**src/rtl/watch_pkg.sv**
```systemverilog
// rtl/watch_pkg.sv - shared state encoding, field limits and wrap helpers for the watch core
// Optional feature macro: WATCH_HOUR12_EN (12-hour range 1..12, reset 12).
// Without it the hour range is 0..23 with reset value 0.
`timescale 1ns/1ps

package watch_pkg;

  // Edit-mode state; the encoding is exported directly on set_mode.
  typedef enum logic [1:0] {
    RUN      = 2'd0,
    SET_SEC  = 2'd1,
    SET_MIN  = 2'd2,
    SET_HOUR = 2'd3
  } watch_state_e;

  // All time fields share one 7-bit width so the same helpers and the
  // same digit splitter serve every field.
  localparam logic [6:0] MSEC_MAX = 7'd99;
  localparam logic [6:0] SEC_MAX  = 7'd59;
  localparam logic [6:0] MIN_MAX  = 7'd59;

`ifdef WATCH_HOUR12_EN
  localparam logic [6:0] HOUR_MIN   = 7'd1;
  localparam logic [6:0] HOUR_MAX   = 7'd12;
  localparam logic [6:0] HOUR_RESET = 7'd12;
`else
  localparam logic [6:0] HOUR_MIN   = 7'd0;
  localparam logic [6:0] HOUR_MAX   = 7'd23;
  localparam logic [6:0] HOUR_RESET = 7'd0;
`endif

  // Increment within [lo, hi], wrapping hi -> lo.
  function automatic logic [6:0] wrap_inc(input logic [6:0] v,
                                          input logic [6:0] lo,
                                          input logic [6:0] hi);
    if (v >= hi) begin
      return lo;
    end
    return v + 7'd1;
  endfunction

  // Decrement within [lo, hi], wrapping lo -> hi.
  function automatic logic [6:0] wrap_dec(input logic [6:0] v,
                                          input logic [6:0] lo,
                                          input logic [6:0] hi);
    if (v <= lo) begin
      return hi;
    end
    return v - 7'd1;
  endfunction

endpackage

```
**src/rtl/digit_splitter.sv**
```systemverilog
// rtl/digit_splitter.sv - binary 0..99 to two BCD digits
// Ports:
//   bin   in  7  binary value, expected range 0..99
//   tens  out 4  BCD tens digit
//   ones  out 4  BCD ones digit
`timescale 1ns/1ps

module digit_splitter (
  input  logic [6:0] bin,
  output logic [3:0] tens,
  output logic [3:0] ones
);

  // Constant-divisor divide/modulo; for a 0..99 input both results fit in
  // four bits, so the upper quotient/remainder bits are always zero.
  assign tens = 4'(bin / 7'd10);
  assign ones = 4'(bin % 7'd10);

endmodule

```
**src/rtl/watch_digit_core.sv**
```systemverilog
// rtl/watch_digit_core.sv - 10 ms resolution timekeeper with button-driven field editing
// Optional feature macro: WATCH_HOUR12_EN (selects 12-hour range through watch_pkg).
// Parameters:
//   CLK_HZ   input clock frequency
//   TICK_HZ  msec-field increment rate, CLK_HZ/TICK_HZ must be >= 2
// Ports:
//   clk                          in   1  system clock
//   rst                          in   1  asynchronous active-low reset
//   btn_mode / btn_up / btn_down in   1  debounced levels, acted on at rising edges
//   msec                         out  7  binary msec count 0..99
//   digit_<field>_10/_1          out  4  BCD tens/ones for msec, sec, min, hour
//   set_mode                     out  2  0 RUN, 1 SET_SEC, 2 SET_MIN, 3 SET_HOUR
`timescale 1ns/1ps

module watch_digit_core
  import watch_pkg::*;
#(
  parameter int CLK_HZ  = 100_000_000,
  parameter int TICK_HZ = 100
) (
  input  logic       clk,
  input  logic       rst,
  input  logic       btn_mode,
  input  logic       btn_up,
  input  logic       btn_down,
  output logic [6:0] msec,
  output logic [3:0] digit_msec_1,
  output logic [3:0] digit_msec_10,
  output logic [3:0] digit_sec_1,
  output logic [3:0] digit_sec_10,
  output logic [3:0] digit_min_1,
  output logic [3:0] digit_min_10,
  output logic [3:0] digit_hour_1,
  output logic [3:0] digit_hour_10,
  output logic [1:0] set_mode
);

  localparam int DIV = CLK_HZ / TICK_HZ;
  localparam int PW  = (DIV > 2) ? $clog2(DIV) : 1;
  localparam logic [PW-1:0] PRESC_LAST = PW'(DIV - 1);

  watch_state_e   state_r;
  logic [PW-1:0]  presc_r;
  logic [6:0]     msec_r;
  logic [6:0]     sec_r;
  logic [6:0]     min_r;
  logic [6:0]     hour_r;

  logic mode_prev;
  logic up_prev;
  logic down_prev;

  logic mode_edge;
  logic up_edge;
  logic down_edge;
  logic edit_up;
  logic edit_down;
  logic tick;

  // Previous-value registers reset to 1: a button already held when reset
  // releases must not be seen as a fresh press.
  assign mode_edge = btn_mode & ~mode_prev;
  assign up_edge   = btn_up   & ~up_prev;
  assign down_edge = btn_down & ~down_prev;

  // Opposing presses in the same cycle cancel out.
  assign edit_up   = up_edge & ~down_edge;
  assign edit_down = down_edge & ~up_edge;

  assign tick = (state_r == RUN) && (presc_r == PRESC_LAST);

  always_ff @(posedge clk or negedge rst) begin
    if (!rst) begin
      mode_prev <= 1'b1;
      up_prev   <= 1'b1;
      down_prev <= 1'b1;
    end else begin
      mode_prev <= btn_mode;
      up_prev   <= btn_up;
      down_prev <= btn_down;
    end
  end

  always_ff @(posedge clk or negedge rst) begin
    if (!rst) begin
      state_r <= RUN;
      presc_r <= '0;
      msec_r  <= '0;
      sec_r   <= '0;
      min_r   <= '0;
      hour_r  <= HOUR_RESET;
    end else if (mode_edge) begin
      // A mode press wins over any edit or tick in the same cycle.
      unique case (state_r)
        RUN: begin
          state_r <= SET_SEC;
          msec_r  <= '0;
          presc_r <= '0;
        end
        SET_SEC:  state_r <= SET_MIN;
        SET_MIN:  state_r <= SET_HOUR;
        SET_HOUR: begin
          state_r <= RUN;
          presc_r <= '0;
        end
        default:  state_r <= RUN;
      endcase
    end else if (state_r == RUN) begin
      if (tick) begin
        presc_r <= '0;
        // Full carry chain resolves in a single cycle.
        if (msec_r >= MSEC_MAX) begin
          msec_r <= '0;
          if (sec_r >= SEC_MAX) begin
            sec_r <= '0;
            if (min_r >= MIN_MAX) begin
              min_r  <= '0;
              hour_r <= wrap_inc(hour_r, HOUR_MIN, HOUR_MAX);
            end else begin
              min_r <= min_r + 7'd1;
            end
          end else begin
            sec_r <= sec_r + 7'd1;
          end
        end else begin
          msec_r <= msec_r + 7'd1;
        end
      end else begin
        presc_r <= presc_r + 1'b1;
      end
    end else begin
      // Edit states: prescaler and msec are frozen; wraps stay local.
      unique case (state_r)
        SET_SEC: begin
          if (edit_up) begin
            sec_r <= wrap_inc(sec_r, 7'd0, SEC_MAX);
          end else if (edit_down) begin
            sec_r <= wrap_dec(sec_r, 7'd0, SEC_MAX);
          end
        end
        SET_MIN: begin
          if (edit_up) begin
            min_r <= wrap_inc(min_r, 7'd0, MIN_MAX);
          end else if (edit_down) begin
            min_r <= wrap_dec(min_r, 7'd0, MIN_MAX);
          end
        end
        SET_HOUR: begin
          if (edit_up) begin
            hour_r <= wrap_inc(hour_r, HOUR_MIN, HOUR_MAX);
          end else if (edit_down) begin
            hour_r <= wrap_dec(hour_r, HOUR_MIN, HOUR_MAX);
          end
        end
        default: ;
      endcase
    end
  end

  assign msec     = msec_r;
  assign set_mode = state_r;

  digit_splitter u_split_msec (
    .bin  (msec_r),
    .tens (digit_msec_10),
    .ones (digit_msec_1)
  );

  digit_splitter u_split_sec (
    .bin  (sec_r),
    .tens (digit_sec_10),
    .ones (digit_sec_1)
  );

  digit_splitter u_split_min (
    .bin  (min_r),
    .tens (digit_min_10),
    .ones (digit_min_1)
  );

  digit_splitter u_split_hour (
    .bin  (hour_r),
    .tens (digit_hour_10),
    .ones (digit_hour_1)
  );

endmodule

```
**config.mk**
```make
export PLATFORM = sky130hd
export DESIGN_NAME = watch_digit_core
export DESIGN_NICKNAME = d
export VERILOG_FILES = /design/src/rtl/watch_pkg.sv /design/src/rtl/digit_splitter.sv /design/src/rtl/watch_digit_core.sv
export SDC_FILE = /design/constraint.sdc
export NUM_CORES = 1
export LEC_CHECK = 0
export ABC_AREA = 1
export BUFFER_PORTS_ARGS = -buffer_cell sky130_fd_sc_hd__buf_2
export CAP_MARGIN = 20
export CORE_UTILIZATION = 45
export DETAILED_ROUTE_END_ITERATION = 12
export HOLD_SLACK_MARGIN = 0.02
export PLACE_DENSITY = 0.65
export SLEW_MARGIN = 20
export SYNTH_ARGS = -nofsm -noshare
export SYNTH_HDL_FRONTEND = slang
export SYNTH_SLANG_ARGS = --single-unit
```
**constraint.sdc**
```tcl
create_clock -name clk -period 3.35 [get_ports clk]
set_clock_uncertainty 0.15 [all_clocks]
set_input_delay 0.5025 -clock clk [delete_from_list [all_inputs] [get_ports clk]]
set_output_delay 0.5025 -clock clk [all_outputs]
set_load 0.02 [all_outputs]
```
==> run_results.csv, run 1 <==
group,metric,value,unit
global_route,grt.overflow.total,0,
outcome,status,"finished, final reports clean",
worst_setup_path,r2r-start,"set_mode[0]$_DFFE_PN0P_",
power,pwr_density_cell,1100,mW/mm²
timing,tightest_slew,0.573,ns
route,drtIter0Drc,225,
yosys,syn_avg_cell_area,6.85,µm²
power,p_leak,0.00274,µW
power,p_sw,3380,µW
yosys,ys_seq_area_share,28.2,%
layout,multi_input_area,0.00309,mm²
worst_setup_path,r2r_end,"hour_r[3]$_DFFE_PN0P_",
timing,finalSetupViolations,0,
route,firstDrtPassIters,4,
yosys,syn_inst,689,
global_route,track_usage,20.1,%
global_route,grt_start_max_net_pins,29,
layout,area_growth,15.5,%
yosys,synth_top_area_share,26.5,%
die,dieArea,0.0109,mm²
route,wire_per_inst,12.5,µm
timing,setup_slack,0.115,ns
die,num_rows,37,
timing,hold_ws,0.0116,ns
yosys,synth_area_leaders,"dfrtp_1, nand2_1, ha_1",
layout,finish.utilization,53.3,%
placed_design,io_buffers,45,
timing,finalSetupTns,0,ns
global_route,busiest_layer,"met2",
timing,finalCritPeriodShare,96.6,%
global_route,met1_usage,27.5,%
worst_setup_path,crit_fanout,8,
global_route,grt_pass1_wl,18700,µm
power,combPwrFrac,74.6,%
worst_setup_path,endpoint_kind,"output pin",
cts,cts-root-buf,"clkbuf_8",
cts,path_clk_slew,0.10,ns
worst_setup_path,worstPathArrival,2.58,ns
power,clkPwrFrac,6.6,%
worst_setup_path,cp-startpoint,"min_r[4]$_DFFE_PN0P_",
yosys,post_synth_num_cell_types,43,
timing,hold_violations,0,
yosys,synth.largest_area_cell,"dfrtp_1",
worst_setup_path,crit_end,"digit_min_1[3]",
cts,ctsLongestPathBuffers,2,
die,io_pins,46,
route,num_vias,4619,
cts,clock_latency,0.32,ns
yosys,synth_warnings,0,
yosys,syn-num-nets,719,
timing,fmax,309,MHz
yosys,ys_ff_latch,53,
yosys,synth_common_cells,"nand2_1, inv_1, nor2_1",
placed_design,pre_cts_ws,0.334,ns
worst_setup_path,reg2regPathDepth,8,
yosys,synth_flop_cell,"dfrtp_1",
worst_setup_path,r2r_slack,0.72,ns
cts,ctsHtreeMaxLevel,2,
placed_design,dp_hpwl,8160,µm
layout,num-nets-final,772,
power,swShare,56.4,%
cts,hold_buffers,0,
route,drc_errors,0,
power,p_seq_share,18.7,%
timing,slew_headroom,61.8,%
die,core,0.0102,mm²
die,die_w,104,µm
cts,cts_made_buffers,5,
yosys,synth_edf_count,0,
route,ant_nets,0,
die,dieHeight,104,µm
cts,cts_tree,"done",
power,p_int,2610,µW
global_route,use_met2,34.2,%
power,ir_drop,0.705,mV
layout,diodes,0,
job,maxCapViolCount,0,
yosys,syn-cell-area,0.00472,mm²
route,post_drt_via_cell_ratio,5.25,
global_route,antenna_found_initial,0,
layout,seq_area,0.00135,mm²
die,start_util,46.1,%
route,wl,11000,µm
worst_setup_path,crit_required,2.70,ns
layout,drive_gt1_share,26.1,%
yosys,ys_async_sr_fraction,100,%
timing,fin_crit,3.24,ns
global_route,grt_pass1_vias,4307,
placed_design,gp_congestion,0.863,
worst_setup_path,cp-start-kind,"flop",
yosys,synth.most_common_cell,"nand2_1",
worst_hold_path,min_path_type,"primary input to async pin",
global_route,met3_usage,2.13,%
cts,cts_sinks,53,
worst_setup_path,crit_type,"flop to output pin",
layout,fillCellCount,1004,
timing,slew_violations,0,
[critical path: stages, from the launching register on]
cell     delay [ns]
dfrtp_2        0.48
inv_4          0.07
a21oi_4        0.24
nand2_4        0.10
nand2_4        0.12
nand2_4        0.06
nand2_4        0.08
nand2_4        0.07
nand2_4        0.09
nand2_4        0.06
nand2_4        0.07
nand2_2        0.06
inv_1          0.06
ha_2           0.20
inv_2          0.06
nand3_4        0.07
nand3_4        0.09
nand2_1        0.08
nand2_1        0.04
buf_2          0.15
[per-layer routing]
| metal | part of all wire (%) | up-vias |
|---|---|---|
| li1 | - | 2364 |
| met1 | 48 | 2167 |
| met2 | 48 | 80 |
| met3 | 3.1 | 8 |
| met4 | 0.85 | 0 |
| met5 | 0 | - |
[how the worst min path moves through the flow]
stage / startpoint / endpoint / slack (ns) / cells past startpoint
final: rst / set_mode[1]$_DFFE_PN0P_ / 0.01 / 1
after global routing: rst / set_mode[1]$_DFFE_PN0P_ / 0.06 / 1
after CTS: rst / sec_r[2]$_DFFE_PN0P_ / 0.03 / 1
after detailed placement: presc_r[17]$_DFFE_PN0P_ / presc_r[17]$_DFFE_PN0P_ / 0.35 / 2
after global placement: presc_r[17]$_DFFE_PN0P_ / presc_r[17]$_DFFE_PN0P_ / 0.34 / 2
after floorplan: rst / hour_r[0]$_DFFE_PN0P_ / 0.06 / 0
[kinds of logic after synthesis]
family                   after synthesis  synth area share [%]
flip-flops                            53                  28.2
AO/OA/AOI/OAI                        108                  13.1
buffers and inverters                113                  10.1
XOR/XNOR                              19                  3.53
AND/OR/NAND/NOR                      371                  38.4
adder cells (fa/ha/maj)               25                  6.63
[state kept, by name (all words and copies together), names as in the netlist]
name,cells
presc_r,20
hour_r,7
min_r,7
msec,7
sec_r,7
set_mode,2
down_prev,1
mode_prev,1
up_prev,1
[timing repair]
action / CTS / global route
buffers inserted: 0 / 17
pin swaps: 0 / 14
setup endpoints to repair: 5 / 16
resized for setup: 2 / 73
[per-stage QoR]
step,power (µW),instances,instance area [µm²]
floorplan,4160,689,4720
global placement,4950,854,5010
detailed placement,5070,854,5010
CTS,5480,862,5110
global route,6560,879,5450
finish,5990,879,5450
[power groups by stage]
stage / logic [µW] / registers, µW / clock network [µW]
global placement: 3860 / 1100 / 0
floorplan: 3150 / 1020 / 0
finish: 4470 / 1120 / 398
global route: 4980 / 1160 / 424
CTS: 3980 / 1100 / 403
detailed placement: 3960 / 1110 / 0
[cell type report]
cell class,count,share of cell area (%)
Clock buffer,6,1.51
Timing Repair Buffer,64,7.04
Sequential cell,53,24.8
Inverter,95,6.65
Clock inverter,2,0.298
Multi-Input combinational cell,523,56.6
Tap cell,136,3.12
[placed cells by master (no fill, tap or decap), types with 19 or more instances in the layout]
cell type,n
nand2_2,22
nor2_1,53
nand3_1,51
o21ai_0,45
buf_2,40
inv_2,19
buf_4,23
ha_1,24
nand2_1,153
a21oi_1,23
dfrtp_1,34
inv_1,72
Note: power is estimated with default switching activity, not from simulation.
==> run 2, diff against run 1 <==
PLACE_DENSITY = not set   (was 0.65)
==> run_results.csv, run 2 (synthesized netlist as in run 1, its figures left out) <==
group,metric,value,unit
cts,cts_sinks,53,
layout,num-nets-final,776,
worst_hold_path,hold_depth,1,
cts,path_clk_slew,0.10,ns
layout,drive_gt1_share,24.5,%
worst_setup_path,r2r-start,"set_mode[0]$_DFFE_PN0P_",
worst_setup_path,cp-start-kind,"flop",
cts,cts_tree,"done",
cts,ctsHtreeMaxLevel,2,
die,io_pins,46,
layout,diodes,0,
worst_setup_path,reg2regPathDepth,12,
worst_setup_path,crit_required,2.70,ns
timing,hold_violations,0,
layout,mostFrequentLayoutCells,"nand2_1, inv_1, nand3_1, nor2_1, o21ai_0",
power,p_leak,0.00272,µW
power,pwr_density_cell,1070,mW/mm²
worst_setup_path,r2r_slack,0.86,ns
worst_setup_path,crit_type,"flop to output pin",
worst_setup_path,crit_path_frequent_cell,"nand2_1",
timing,hold_ws,0.132,ns
timing,slew_headroom,64.1,%
worst_setup_path,worstPathArrival,2.52,ns
worst_setup_path,slowest_stage,"dfrtp_2",
route,num_vias,4471,
layout,layout_commonest_cell,"nand2_1",
placed_design,dp_hpwl,7790,µm
placed_design,pre_cts_ws,0.365,ns
route,firstDrtPassIters,6,
placed_design,place_area,0.00501,mm²
die,die_w,104,µm
cts,clock_latency,0.32,ns
global_route,grt_start_max_net_pins,38,
placed_design,gp_congestion,0.859,
layout,fin_cells,883,
layout,fillCellCount,1008,
route,post_drt_via_cell_ratio,5.06,
timing,fin_crit,3.18,ns
route,wl,10600,µm
worst_hold_path,whs_endpoint,"mode_prev$_DFF_PN1_",
die,dieHeight,104,µm
worst_hold_path,hp-start,"btn_mode",
outcome,status,"finished, final reports clean",
die,num_rows,37,
worst_setup_path,path_cells,"nand2_2, nor2_2, nor2_2, nand2_4, nand2_2, nand2_1, nand3_1, nand2_1, nand2_2, nand2_1, nand2_1, inv_1, ha_1, inv_1, nand3_2, nand3_2, nand2_1, nand2_1, buf_4",
worst_setup_path,crit_fanout,5,
timing,fmax,315,MHz
placed_design,place_inst,854,
die,core,0.0102,mm²
global_route,grt_pass1_wl,17600,µm
worst_setup_path,r2r_end,"presc_r[17]$_DFFE_PN0P_",
timing,finalCritPeriodShare,94.8,%
job,maxCapViolCount,0,
layout,final_area,0.00541,mm²
worst_setup_path,endpoint_kind,"output pin",
layout,area_growth,14.7,%
cts,cts-root-buf,"clkbuf_8",
route,drc_errors,0,
global_route,grt.overflow.total,0,
route,wire_per_inst,12.0,µm
worst_setup_path,critPathMaxStageDelay,0.47,ns
route,ant_nets,0,
worst_hold_path,min_path_type,"primary input to flop",
route,drtIter0Drc,235,
cts,ctsLongestPathBuffers,2,
layout,largest_register,"presc_r",
placed_design,io_buffers,45,
power,ir_drop,0.973,mV
global_route,grt_pass1_vias,4031,
timing,finalSetupTns,0,ns
layout,largest_reg_flops,20,
timing,finalSetupViolations,0,
global_route,antenna_found_initial,0,
die,start_util,46.1,%
global_route,track_usage,19.2,%
timing,slew_violations,0,
timing,setup_slack,0.175,ns
die,dieArea,0.0109,mm²
timing,tightest_slew,0.538,ns
cts,cts_made_buffers,5,
run 2: changes by cell type in the layout (fill, tap and decap cells not counted), moves of 3 or more:
cell / delta
buf_4: +4
inv_2: -3
nand2_1: +9
nand2_2: -4
nand2_4: -5
nand3_4: -3
run 2: worst max-delay path, delay by kind of cell (launching register included):
family,cells,cell delay [ns]
and+or+nand+nor,15,1.31
buffers and inverters,3,0.28
DFF,1,0.47
adders and majority gates,1,0.16
run 2: power by group:
| part | switching (µW) | internal [µW] | total [µW] |
|---|---|---|---|
| logic | 2670 | 1530 | 4210 |
| clock network | 224 | 243 | 467 |
| registers | 286 | 815 | 1100 |
run 2: layout make-up:
type	count	area, µm²	share of cell area (%)
Timing Repair Buffer	68	413	7.63
Sequential cell	53	1350	24.9
Clock inverter	2	37.5	0.693
Multi-Input combinational cell	523	2990	55.3
Clock buffer	6	82.6	1.53
Inverter	95	365	6.75
Tap cell	136	170	3.14
run 2: how the worst max path moves through the flow:
stage / start / to / slack (ns) / cells after the start
after floorplan: msec[6]$_DFFE_PN0P_ / digit_msec_1[1] / 0.29 / 19
after global placement: sec_r[3]$_DFFE_PN0P_ / digit_sec_1[1] / 0.40 / 18
after detailed placement: min_r[4]$_DFFE_PN0P_ / digit_min_1[2] / 0.36 / 18
after CTS: sec_r[4]$_DFFE_PN0P_ / digit_sec_1[1] / 0.002 / 18
after global routing: msec[4]$_DFFE_PN0P_ / digit_msec_1[2] / -0.1 / 19
final: msec[5]$_DFFE_PN0P_ / digit_msec_1[2] / 0.17 / 19
run 2: stage by stage:
step / util, % / total power [µW]
finish: 52.9 / 5770
detailed placement: 49.0 / 5020
global route: 52.9 / 6350
CTS: 50.3 / 5520
global placement: 49.0 / 4960
floorplan: - / 4160
run 2: repair_timing:
action	4_1_cts	5_1_grt
setup buffers	0	20
cloned	0	0
hold buffers	1	0
resized for setup	1	51
setup endpoints to repair	1	16
pin swaps	0	2
hold endpoints to repair	15	0
run 2: per-layer routing:
| metal | GRT usage, % | vias to the layer above | share of wire (%) | wire (µm) |
|---|---|---|---|---|
| met4 | 4.80 | 0 | 1.0 | 111 |
| li1 | - | 2383 | - | - |
| met5 | 0 | - | 0 | 0 |
| met2 | 33.1 | 65 | 48 | 5110 |
| met1 | 25.0 | 2016 | 48 | 5110 |
| met3 | 2.76 | 7 | 2.9 | 312 |
